**src/rtl/muldiv_ctrl.sv**
```systemverilog
// HI/LO owner and iterative 32-cycle multiply/divide sequencer for the MIPS execute stage.
// Operands are reduced to magnitudes on accept; signs are re-applied in a single fix-up cycle.
module muldiv_ctrl (
    input  logic        clk,
    input  logic        rst_n,
    input  logic        start,
    input  logic [5:0]  func,
    input  logic [31:0] A,
    input  logic [31:0] B,
    input  logic        flush,
    output logic        busy,
    output logic        stall,
    output logic        done,
    output logic [31:0] hi,
    output logic [31:0] lo,
    output logic [31:0] rd_data
);

    localparam logic [5:0] F_MFHI  = 6'h10;
    localparam logic [5:0] F_MTHI  = 6'h11;
    localparam logic [5:0] F_MFLO  = 6'h12;
    localparam logic [5:0] F_MTLO  = 6'h13;
    localparam logic [5:0] F_MULT  = 6'h18;
    localparam logic [5:0] F_MULTU = 6'h19;
    localparam logic [5:0] F_DIV   = 6'h1A;
    localparam logic [5:0] F_DIVU  = 6'h1B;

    localparam logic [1:0] IDLE = 2'd0;
    localparam logic [1:0] CALC = 2'd1;
    localparam logic [1:0] FIX  = 2'd2;

    logic [1:0]  state;
    logic [5:0]  count;
    logic [63:0] acc;
    logic [31:0] opnd;
    logic        neg_q, neg_r, op_div, div0;

    logic        is_md, is_mv, signed_op, accept;
    logic [31:0] a_mag, b_mag;
    logic [32:0] madd;
    logic [33:0] dsub;
    logic        dge;
    logic [63:0] acc_next, prod_fix;
    logic [31:0] q_fix, r_fix;

    assign is_md     = (func == F_MULT) | (func == F_MULTU) | (func == F_DIV) | (func == F_DIVU);
    assign is_mv     = (func == F_MFHI) | (func == F_MTHI) | (func == F_MFLO) | (func == F_MTLO);
    assign signed_op = (func == F_MULT) | (func == F_DIV);
    assign busy      = (state != IDLE);
    assign stall     = busy & start & (is_md | is_mv);
    assign accept    = start & ~busy & ~flush;
    assign rd_data   = (func == F_MFHI) ? hi : lo;

    assign a_mag = (signed_op & A[31]) ? -A : A;
    assign b_mag = (signed_op & B[31]) ? -B : B;

    // Shifted remainder can reach 33 bits; a non-negative difference always fits in 32.
    assign madd = {1'b0, acc[63:32]} + {1'b0, opnd};
    assign dsub = {1'b0, acc[63:31]} - {2'b00, opnd};
    assign dge  = ~|dsub[33:32];

    always_comb begin
        acc_next = acc;
        if (op_div)
            acc_next = dge ? {dsub[31:0], acc[30:0], 1'b1} : {acc[62:0], 1'b0};
        else
            acc_next = acc[0] ? {madd, acc[31:1]} : {1'b0, acc[63:1]};
    end

    assign prod_fix = neg_q ? -acc : acc;
    assign q_fix    = neg_q ? -acc[31:0] : acc[31:0];
    assign r_fix    = neg_r ? -acc[63:32] : acc[63:32];

    always_ff @(posedge clk) begin
        if (!rst_n) begin
            state  <= IDLE;
            count  <= 6'd0;
            acc    <= 64'd0;
            opnd   <= 32'd0;
            neg_q  <= 1'b0;
            neg_r  <= 1'b0;
            op_div <= 1'b0;
            div0   <= 1'b0;
            hi     <= 32'd0;
            lo     <= 32'd0;
            done   <= 1'b0;
        end else begin
            done <= 1'b0;
            case (state)
                IDLE: begin
                    if (accept && is_md) begin
                        state  <= CALC;
                        count  <= 6'd0;
                        op_div <= func[1];
                        div0   <= func[1] & (B == 32'd0);
                        neg_q  <= signed_op & (A[31] ^ B[31]);
                        neg_r  <= signed_op & A[31];
                        acc    <= {32'd0, func[1] ? a_mag : b_mag};
                        // A zero divisor leaves opnd free, so it carries the raw dividend for HI.
                        opnd   <= func[1] ? ((B == 32'd0) ? A : b_mag) : a_mag;
                    end else if (accept && func == F_MTHI) begin
                        hi <= A;
                    end else if (accept && func == F_MTLO) begin
                        lo <= A;
                    end
                end
                CALC: begin
                    if (flush) begin
                        state <= IDLE;
                    end else begin
                        acc   <= acc_next;
                        count <= count + 6'd1;
                        if (count == 6'd31)
                            state <= FIX;
                    end
                end
                FIX: begin
                    state <= IDLE;
                    if (!flush) begin
                        done <= 1'b1;
                        if (!op_div) begin
                            hi <= prod_fix[63:32];
                            lo <= prod_fix[31:0];
                        end else if (div0) begin
                            hi <= opnd;
                            lo <= 32'hFFFF_FFFF;
                        end else begin
                            hi <= r_fix;
                            lo <= q_fix;
                        end
                    end
                end
                default: state <= IDLE;
            endcase
        end
    end

endmodule

```
**config.mk**
```make
export PLATFORM = sky130hd
export DESIGN_NAME = muldiv_ctrl
export DESIGN_NICKNAME = d
export VERILOG_FILES = /design/src/rtl/muldiv_ctrl.sv
export SDC_FILE = /design/constraint.sdc
export NUM_CORES = 1
export LEC_CHECK = 0
export BUFFER_PORTS_ARGS = -buffer_cell sky130_fd_sc_hd__buf_2
export CAP_MARGIN = 20
export CORE_AREA = 3 3 241 243
export CTS_BUF_LIST = sky130_fd_sc_hd__clkbuf_4 sky130_fd_sc_hd__clkbuf_8
export CTS_CLUSTER_DIAMETER = 150
export DETAILED_ROUTE_END_ITERATION = 6
export DIE_AREA = 0 0 244 246
export PLACE_DENSITY = 0.57
export SLEW_MARGIN = 30
export SYNTH_ARGS = -nofsm -noshare
export SYNTH_HDL_FRONTEND = slang
export SYNTH_SLANG_ARGS = --single-unit
```
**constraint.sdc**
```tcl
create_clock -name clk -period 5.6 [get_ports clk]
set_input_delay 1.12 -clock clk [delete_from_list [all_inputs] [get_ports clk]]
set_output_delay 1.12 -clock clk [all_outputs]
set_load 0.1 [all_outputs]
```
== After elaboration in Yosys (flattened, before gate mapping) ==
Index checks and enable logic that the tools add are counted.

* Flip-flop bits (word level): 173
* Bits of input ports: 74
* Output and inout port bits: 99
* Word-level logic and storage cells: 108

* $add $sub $neg: 8
* Equality and inequality tests: 19
* Muxes and demuxes: 36
* Bitwise gates (word level): 19
* Reduce and logical (&&, ||, !) cells: 15

{| class="wikitable"
|+ Operators with widths
! cell !! count
|-
| $mux 32 || 19
|-
| $mux 64 || 6
|-
| $neg 32->32 || 4
|-
| $pmux 32 s2 || 2
|-
| $pmux 64 s2 || 1
|-
| $neg 64->64 || 1
|-
| $eq 6x5->1 const B || 9
|-
| $sub 33x32->34 || 1
|-
| $add 32x32->33 || 1
|-
| $logic_not 32->1 || 1
|-
| $ne 2x2->1 const B || 7
|-
| $mux 6 || 2
|-
| $pmux 6 s2 || 1
|-
| $and 1x1->1 || 8
|-
| $or 1x1->1 || 8
|-
| $add 6x1->6 const B || 1
|-
| $mux 2 || 3
|-
| $reduce_and 2->1 || 3
|-
| $reduce_bool 2->1 || 3
|-
| $reduce_and 5->1 || 1
|-
| $pmux 2 s2 || 1
|-
| $reduce_and 4->1 || 1
|-
| $logic_and 1x1->1 || 3
|-
| $ne 3x3->1 const B || 1
|-
| other kinds (8) || 9
|}

== Logic depth before layout (Yosys ltp) ==
Gate-level depths: netlist of the first run.

* Depth after elaboration: 9
* Gate-level depth with buffers: 15
* Gate-level depth less buffers: 13

== Worst setup path after synthesis of the first run ==
No wires, ideal clock.

* Kind: register -> output
* From: reg state[1]
* To: out stall
* Arrival time: 3.035 ns
* Setup slack: 1.445 ns
* Stages on the path, launching flop included: 3
* Cell sequence: dfxtp_1 -> or2_0 -> nor2b_1

* Longest elaborated chain between the ends: 3

{| class="wikitable"
|+ Ends and longest elaborated chain
! item !! RTL line !! RTL
|-
| from (decl) || 32 || <nowiki>logic [1:0] state;</nowiki>
|-
| from (signal assigned) || 76 || <nowiki>state <= IDLE;</nowiki>
|-
| from (signal assigned) || 92 || <nowiki>state <= CALC;</nowiki>
|-
| from (signal assigned) || 109 || <nowiki>state <= IDLE;</nowiki>
|-
| $reduce_bool 2->1 || 49 || <nowiki>assign busy = (state != IDLE);</nowiki>
|-
| named net busy || 11 || <nowiki>output logic busy,</nowiki>
|-
| $and 1x1->1 (2 in a row) || 50 || <nowiki>assign stall = busy & start & (is_md | is_mv);</nowiki>
|-
| to (decl) || 12 || <nowiki>output logic stall,</nowiki>
|}

The timed path passes the listed nets, and every way through them passes these cells.

== Worst setup path after layout of the first run ==
* From: reg acc[31]
* To: reg acc[44]

* Longest elaborated chain between the ends: 6

{| class="wikitable"
|+ Ends and longest elaborated chain
! item !! RTL line !! RTL
|-
| from (decl) || 34 || <nowiki>logic [63:0] acc;</nowiki>
|-
| from (signal assigned) || 98 || <nowiki>acc <= {32'd0, func[1] ? a_mag : b_mag};</nowiki>
|-
| from (signal assigned) || 111 || <nowiki>acc <= acc_next;</nowiki>
|-
| $sub 33x32->34 * || 59 || <nowiki>assign dsub = {1'b0, acc[63:31]} - {2'b00, opnd};</nowiki>
|-
| $reduce_or 2->1 || 60 || <nowiki>assign dge = ~|dsub[33:32];</nowiki>
|-
| $mux 64 * || 65 || <nowiki>acc_next = dge ? {dsub[31:0], acc[30:0], 1'b1} : {acc[62:0], 1'b0};</nowiki>
|-
| $mux 64 * || 64 || <nowiki>if (op_div)</nowiki>
|-
| $mux 64 * || 108 || <nowiki>if (flush) begin</nowiki>
|-
| $pmux 64 s2 * || 89 || <nowiki>case (state)</nowiki>
|}

Mark *: on every way between the ends. The rest lies on a longest branch, timed or not. The select of a mux whose other input is x is not followed.
A chain may end at the register's enable or synchronous reset.

==> results of run 1 <==
## stage by stage
stage               hold WS (ns)  setup WS (ns)  cells  power [W]
floorplan                 0.4303          1.445   2334   0.001662
global placement          0.4509         0.8334   3110   0.001837
detailed placement        0.4613         0.9705   3110   0.001839
CTS                       0.4736          1.111   3142   0.002819
global route              0.4979         0.7461   3142   0.002914
finish                    0.4695          1.050   3144   0.002833
## area by class of cell
| cell class | instances | area (µm²) |
|---|---|---|
| Inverter | 73 | 275.3 |
| Tap cell | 756 | 945.9 |
| Timing Repair Buffer | 215 | 1184 |
| Fill cell | 6108 | 37560 |
| Multi-Input combinational cell | 1893 | 12300 |
| Sequential cell | 173 | 3468 |
| Clock inverter | 15 | 188.9 |
| Clock buffer | 17 | 234.0 |
| Antenna cell | 2 | 5.005 |
## metal layers
layer,global-route usage (%),part of all wire [%],vias to the layer above
li1,-,-,8594
met1,31.67,42,9034
met2,37.07,44,1007
met3,5.790,10,140
met4,8.229,3.5,4
met5,0,0.036,-
## path summary, 6_finish.rpt
kind	to	slack (ns)	depth (start not counted)
setup / recovery	acc[44]	1.05	14
hold / removal	state[1]	0.47	1
setup reg to reg	acc[44]	1.05	14
hold reg to reg	state[1]	0.47	1
## layout by cell type, fill, tap and decap left out, drive strengths merged, types with 11 or more instances in the layout
cell type,n
o21a,25
and3,16
a21oi,245
o211ai,55
o221ai,34
inv,73
nor3,52
xnor2,103
nand2,239
a31oi,14
nor4,17
nand3,39
clkbuf,17
mux2i,70
o31ai,37
and2,13
nand2b,21
clkinv,11
nor2,210
or3,17
or4,15
ha,69
xor2,80
a21o,31
o41ai,18
buf,215
nand4,19
a211oi,45
dfxtp,173
o21ai,200
mux2,49
nor2b,20
## cell families (layout without fill, tap and decap cells)
| kind of cell | count (synthesis) | after routing |
|---|---|---|
| AO/OA/AOI/OAI | 817 | 817 |
| XOR/XNOR | 183 | 183 |
| adder cells (fa/ha/maj) | 71 | 71 |
| buffers and inverters | 268 | 320 |
| flip-flops | 173 | 173 |
| multiplexers | 119 | 119 |
| other | 0 | 2 |
| AND/OR/NAND/NOR | 703 | 703 |
## where the power goes
part           switching [W]  internal [W]
Sequential         0.0000178       0.00124
Clock               0.000552      0.000449
Combinational       0.000392      0.000185
## worst max-delay path: stages (launching register included)
cell	delay, ns
dfxtp_1	0.34
inv_1	0.15
ha_1	0.20
inv_1	0.06
fa_1	0.44
a211oi_1	0.27
o21ai_1	0.23
o211ai_1	0.36
o211ai_2	0.23
nor4_1	0.47
o211ai_1	0.42
o21ai_2	0.38
buf_4	0.38
mux2_2	0.37
a31oi_1	0.18
## sequential cells by signal, summed over array words and instances (netlist names)
name,cells
lo,32
state,2
hi,32
count,6
neg_q,1
done,1
opnd,32
acc,64
neg_r,1
op_div,1
div0,1
==> results.yml, run 1 <==
drt:
  wirelength_mm: 74.39
  drc: 0
  drt_first_iter_violations: 2085
  dr.pass1.iters: 6
  avgRoutedWirePerCell_um: 23.66
  ant_nets: 0
  via_count: 18780
  viasPerCell: 5.973
logic_synthesis:
  seq_area_frac_synth_pct: 20.64
  synth_top_family_by_area: "compound AO/OA/AOI/OAI gates"
  synthTopCellsByArea: "dfxtp_1 (21%), a21oi_1 (7.3%), o21ai_0 (5.5%)"
  ys_seq_elements: 173
  syn_area_per_cell_um2: 7.188
  yosysUniqueCellTypes: 83
  synth_adder_area_share_pct: 5.385
  yosysWarnings: 0
  synth_edf_count: 0
  yosysMostFrequentCell: "a21oi_1"
  synth_compound_area_share_pct: 31.37
  synth-simple-area-share_pct: 19.29
  ys_top_cells_by_count: "a21oi_1 (245), nand2_1 (239), nor2_1 (210)"
  syn_area_um2: 16780
  netlist_instances: 2334
  synth_top_area_share_pct: 20.64
  synth_mux_area_share_pct: 7.466
  synth.largest_area_cell: "dfxtp_1"
  synth_xor_area_share_pct: 9.554
  async_flop_share_pct: 0
  synth_fp_nets: 2479
  synth_ff_type: "dfxtp_1"
clock_network:
  cts.sinks: 173
  htree_levels: 4
  clk_latency_ns: 0.52
  numCtsBuffers: 17
  post_cts_resized: 0
  tritoncts: "built"
  cts-hold-fix-buffers: 0
  cts_root_buffer: "clkbuf_8"
  clk_pin_slew_ns: 0.10
  cts.path.max_buffers: 2
  post_cts_buffers: 0
cells_and_area:
  utilization_pct: 33.12
  syn2layout_area_growth_pct: 10.90
  drive_above_1_share_pct: 14.04
  nets: 2518
  final_area_um2: 18600
placement:
  dpl.hpwl_mm: 56.89
  io_buffer_count: 172
  place_congestion: 0.9458
  place_area_um2: 18180
setup_path:
  critPathKind: "reg -> reg"
  end_kind: "register"
  cp-start-kind: "register"
  cp_max_fo: 14
  cp-startpoint: "acc[31]"
  r2r-start: "acc[31]"
  required_ns: 6.04
  worst_ep_arrival_time_ns: 4.99
die:
  core_area_um2: 56170
  die_h_um: 246
  ioPinCount: 173
  die_w_um: 244
  initial_core_util_pct: 29.87
  rows: 87
  die_area_um2: 60020
pwr:
  powerDensity_nw_per_um2: 152.3
  ir_drop_mv: 0.1437
  power.leakage_nw: 7.464
timing:
  fin_crit_ns: 4.550
  max_slew.worst_pin.slew_ns: 1.030
  min_period_over_period_pct: 81.25
  max_slew_margin_pct: 30.90
  clock_skew_ns: 0.02044
  rsz0062_at_grt: "false"
  setup_tns_ns: 0
  fmax_mhz: 219.8
  hold_viol: 0
  finalSetupViolations: 0
  drv_slew: 0
grt:
  grt_pass1_vias: 17190
  grt_max_degree: 85
  grt-ovfl-total: 0
  grt_pass1_wl_mm: 109.4
  grt_use_total_pct: 23.67
  antenna_found_initial: 6
run_status:
  status: "finished clean"
min_path:
  hold_start: "count[5]"
  hold_path.class: "reg -> reg"
run:
  max-cap-violations: 0
Note: power is estimated with default switching activity, not from simulation.
==> inputs of run 2 (changes only) <==
--- a/config.mk
+++ b/config.mk
@@ -12,7 +12,7 @@
 export CTS_CLUSTER_DIAMETER = 150
 export DETAILED_ROUTE_END_ITERATION = 6
 export DIE_AREA = 0 0 244 246
-export PLACE_DENSITY = 0.57
+export PLACE_DENSITY = 0.59
 export SLEW_MARGIN = 30
 export SYNTH_ARGS = -nofsm -noshare
 export SYNTH_HDL_FRONTEND = slang
==> constraint.sdc (replaced) <==
create_clock -name clk -period 3.7 [get_ports clk]
set_input_delay 0.74 -clock clk [delete_from_list [all_inputs] [get_ports clk]]
set_output_delay 0.74 -clock clk [all_outputs]
set_load 0.1 [all_outputs]
==> results.yml, run 2 (synthesis gave the netlist of run 1 again) <==
clock_network:
  cts_root_buffer: "clkbuf_8"
  cts.path.max_buffers: 2
  numCtsBuffers: 17
  cts.sinks: 173
  cts-hold-fix-buffers: 0
  tritoncts: "built"
  htree_levels: 4
  clk_pin_slew_ns: 0.12
  clk_latency_ns: 0.53
setup_path:
  cp_top_family: "compound AO/OA/AOI/OAI gates"
  cp_cell_sequence: "ha_1, inv_1, fa_1, nor2b_1, o31a_1, o211ai_1, a31o_2, o2111a_1, o31ai_1, xnor2_1, a222oi_1, o21ai_0"
  worst_ep_arrival_time_ns: 3.84
  cpPeakStageDelay_ns: 0.46
  cp-startpoint: "acc[32]"
  cp-start-kind: "register"
  crit_path_top_delay_cell: "dfxtp_1"
  end_kind: "register"
  path_buf_inv: 1
  r2r-start: "acc[32]"
  required_ns: 4.10
  cp_max_fo: 5
  critPathKind: "reg -> reg"
drt:
  ant_nets: 0
  wirelength_mm: 76.35
  viasPerCell: 5.965
  avgRoutedWirePerCell_um: 23.59
  dr.pass1.iters: 5
  via_count: 19310
  drc: 0
  drt_first_iter_violations: 2016
cells_and_area:
  nets: 2610
  n_fill_cell: 5983
  drive_above_1_share_pct: 17.31
  regMostFlops: "acc"
  largest_register_ffs: 64
  layout_common_cells: "a21oi_1 (245), nand2_1 (239), nor2_1 (208)"
  layout_commonest_cell: "a21oi_1"
  syn2layout_area_growth_pct: 17.97
die:
  initial_core_util_pct: 29.87
  rows: 87
  die_w_um: 244
  ioPinCount: 173
  die_area_um2: 60020
  core_area_um2: 56170
  die_h_um: 246
pwr:
  power.leakage_nw: 8.008
  powerDensity_nw_per_um2: 213.3
  ir_drop_mv: 0.2280
placement:
  io_buffer_count: 172
  dpl.hpwl_mm: 59.64
  place_congestion: 1.019
timing:
  min_period_over_period_pct: 93.05
  finalSetupViolations: 0
  whs_ns: 0.4716
  clock_skew_ns: 0.01941
  hold_viol: 0
  max_slew_margin_pct: 30.46
  fin_crit_ns: 3.443
  max_slew.worst_pin.slew_ns: 1.034
  rsz0062_at_grt: "false"
  setup_tns_ns: 0
  fmax_mhz: 290.5
  drv_slew: 0
grt:
  grt_pass1_wl_mm: 113.1
  antenna_found_initial: 5
  grt_pass1_vias: 18110
  grt_use_met3_pct: 5.279
  grt_use_total_pct: 24.40
  top_usage_layer: "met2"
  grtUsageMet1_pct: 33.48
  grt_max_degree: 74
  grt-ovfl-total: 0
  use_met2_pct: 37.62
run:
  max-cap-violations: 0
run_status:
  status: "finished clean"
min_path:
  hold_path.class: "reg -> reg"
  hold_start: "lo[15]"
## run 2: timing repair
action,CTS,global route
buffers inserted,0,2
endpoints found under the hold margin,0,0
resized for setup,0,4
endpoints found under the setup margin,0,32
## run 2: per-layer routing
metal	part of all wire, %	vias to the layer above
met2	44	972
met5	0.012	-
met3	9.3	145
met4	3.3	2
met1	43	9403
li1	-	8787
## run 2: report_power, final
group | internal (W) | switching, W | leakage [nW] | total (W)
Clock | 0.000497 | 0.000882 | 0.175 | 0.00138
Combinational | 0.000321 | 0.000630 | 6.44 | 0.000951
Sequential | 0.00187 | 0.0000178 | 1.40 | 0.00189
## run 2: area by class of cell
type	count	area, µm²	share of cell area (%)
sequential	173	3468	17.52
clock buffer	18	241.5	1.220
antenna	3	7.507	0.03793
clock inverter	14	125.1	0.6322
inverter	73	275.3	1.391
timing repair buffer	307	2417	12.21
tap	756	945.9	4.779
multi-input combinational	1893	12310	62.20
## run 2: final timing paths
path | endpoint | slack, ns | cells after the start
hold / removal | lo[15] | 0.47 | 2
setup / recovery | acc[55] | 0.26 | 12
setup reg to reg | acc[55] | 0.26 | 12
hold reg to reg | lo[15] | 0.47 | 2
## run 2: worst min-delay path, stage by stage, from the launching register on
cell,delay [ns]
dfxtp_1,0.33
nand2_1,0.05
a21oi_1,0.05
## run 2: through the flow
step | cell area (µm²) | utilization, % | std cells | total power, W | setup slack (ns)
final | 19790 | 35.24 | 3237 | 0.004221 | 0.2573
after global placement | 19380 | 34.51 | 3200 | 0.002836 | 0.07883
after CTS | 19750 | 35.16 | 3232 | 0.004190 | 0.08525
after global routing | 19780 | 35.22 | 3234 | 0.004344 | 0.05540
after detailed placement | 19380 | 34.51 | 3200 | 0.002845 | 0.1154
after floorplan | 16780 | - | 2334 | 0.002516 | 0.3537
==> inputs of run 3 (changes only) <==
--- a/config.mk
+++ b/config.mk
@@ -5,14 +5,14 @@
 export SDC_FILE = /design/constraint.sdc
 export NUM_CORES = 1
 export LEC_CHECK = 0
-export BUFFER_PORTS_ARGS = -buffer_cell sky130_fd_sc_hd__buf_2
 export CAP_MARGIN = 20
 export CORE_AREA = 3 3 241 243
 export CTS_BUF_LIST = sky130_fd_sc_hd__clkbuf_4 sky130_fd_sc_hd__clkbuf_8
 export CTS_CLUSTER_DIAMETER = 150
 export DETAILED_ROUTE_END_ITERATION = 6
 export DIE_AREA = 0 0 244 246
-export PLACE_DENSITY = 0.59
+export DONT_BUFFER_PORTS = 1
+export PLACE_DENSITY = 0.56
 export SLEW_MARGIN = 30
 export SYNTH_ARGS = -nofsm -noshare
 export SYNTH_HDL_FRONTEND = slang
==> results.yml, run 3 (synthesis gave the netlist of run 1 again) <==
cells_and_area:
  regMostFlops: "acc"
  drive_above_1_share_pct: 14.57
  largest_register_ffs: 64
  syn2layout_area_growth_pct: 16.52
  layout_commonest_cell: "a21oi_1"
  layout_common_cells: "a21oi_1 (245), nand2_1 (239), nor2_1 (208)"
  nets: 2528
  antenna_cells: 0
drt:
  ant_nets: 0
  avgRoutedWirePerCell_um: 24.20
  drc: 7
  topRoutingLayerUsed: "met5"
  viasPerCell: 5.929
  drt_first_iter_violations: 1945
  via_count: 18690
  dr.pass1.iters: 7
  met1Wirelength_mm: 33.16
  wl_met3_mm: 7.275
  wl_met2_mm: 33.68
  wirelength_mm: 76.27
grt:
  grt_pass1_wl_mm: 111.7
  grt_max_degree: 86
  antenna_found_initial: 5
  grt-ovfl-total: 0
  grt_pass1_vias: 17250
  grt_use_total_pct: 24.27
clock_network:
  htree_levels: 4
  cts.path.max_buffers: 2
  clk_pin_slew_ns: 0.12
  tritoncts: "built"
  clk_latency_ns: 0.53
  cts-hold-fix-buffers: 0
  numCtsBuffers: 17
  cts_root_buffer: "clkbuf_8"
  cts.sinks: 173
timing:
  max_slew.worst_pin.slew_ns: 1.069
  rsz0062_at_grt: "false"
  setup_tns_ns: 0
  min_period_over_period_pct: 94.55
  finalSetupViolations: 0
  clock_skew_ns: 0.02971
  fmax_mhz: 285.9
  hold_viol: 0
  drv_slew: 0
  fin_crit_ns: 3.498
  max_slew_margin_pct: 28.73
die:
  rows: 87
  die_h_um: 246
  die_area_um2: 60020
  ioPinCount: 173
  core_area_um2: 56170
  initial_core_util_pct: 29.87
  die_w_um: 244
pwr:
  p_total_w: 0.004211
  power.leakage_nw: 7.696
  ir_drop_mv: 0.2155
  powerDensity_nw_per_um2: 215.4
setup_path:
  cp-start-kind: "register"
  end_kind: "register"
  cp_cell_sequence: "inv_1, ha_1, o21a_1, o31a_1, o211ai_1, o211ai_2, nor4_2, buf_4, o211ai_1, o21ai_2, buf_12, mux2i_1, a221o_1"
  crit_path_top_delay_cell: "dfxtp_1"
  worst_ep_arrival_time_ns: 3.91
  cp_common_cell: "o211ai_1"
  required_ns: 4.11
  cp_max_fo: 22
  critPathKind: "reg -> reg"
  cpPeakStageDelay_ns: 0.53
run:
  max-cap-violations: 0
placement:
  io_buffer_count: 0
  dpl.hpwl_mm: 60.12
  place_congestion: 0.9786
min_path:
  hold_path.class: "in -> reg"
run_status:
  status: "finished with violations"
  violations: "design-rule violations"
-- run 3: layout make-up --
| cell class | instances | area [µm²] |
|---|---|---|
| clock buffers | 17 | 234.0 |
| repair buffers | 225 | 2115 |
| fillers | 6046 | 36620 |
| clock inverters | 15 | 192.7 |
| flip-flops and latches | 173 | 3470 |
| multi-input cells | 1893 | 12320 |
| inverters | 73 | 275.3 |
| well taps | 756 | 945.9 |
-- run 3: worst paths after layout --
| kind | startpoint | endpoint | slack [ns] | depth (start not counted) |
|---|---|---|---|---|
| max | opnd[8] | acc[32] | 0.20 | 13 |
| min | rst_n | hi[4] | 0.36 | 2 |
| max reg2reg | opnd[8] | acc[32] | 0.20 | 13 |
| min reg2reg | count[5] | state[1] | 0.48 | 1 |
-- run 3: worst max-delay path, delay by kind of cell, from the launching register on --
family          cells  cell delay, ns
mux                 1            0.14
simple gates        1            0.08
buf+inv             3            0.58
compound gates      7            1.63
fa+ha+maj           1            0.41
flops               1            0.53
-- run 3: timing repair --
action / CTS / global route
setup buffers: 0 / 2
endpoints found under the hold margin: 0 / 0
setup endpoints to repair: 0 / 28
resized for setup: 0 / 4
-- run 3: metal layers --
metal  vias to the layer above  track usage (%)
met5                         -                0
met4                         8            6.709
met3                       127            6.334
met2                       839            37.78
met1                      9111            33.07
li1                       8602                -
-- run 3: power by group --
part	switching (W)	internal (W)	leakage [nW]
clock network	0.000928	0.000587	0.217
registers	0.0000174	0.00187	1.40
logic	0.000507	0.000299	6.08
-- run 3: per-stage QoR --
step / instances / setup slack (ns) / hold WS (ns) / cell area (µm²) / util, %
2_1_floorplan: 2334 / 0.3537 / 0.4303 / 16780 / -
3_3_place_gp: 3118 / -0.2148 / 0.4604 / 19080 / 33.97
3_5_place_dp: 3118 / 0.1417 / 0.4729 / 19080 / 33.98
4_1_cts: 3150 / 0.1195 / 0.3188 / 19510 / 34.74
5_1_grt: 3152 / 0.03138 / 0.3275 / 19550 / 34.80
6_report: 3152 / 0.2017 / 0.3578 / 19550 / 34.80
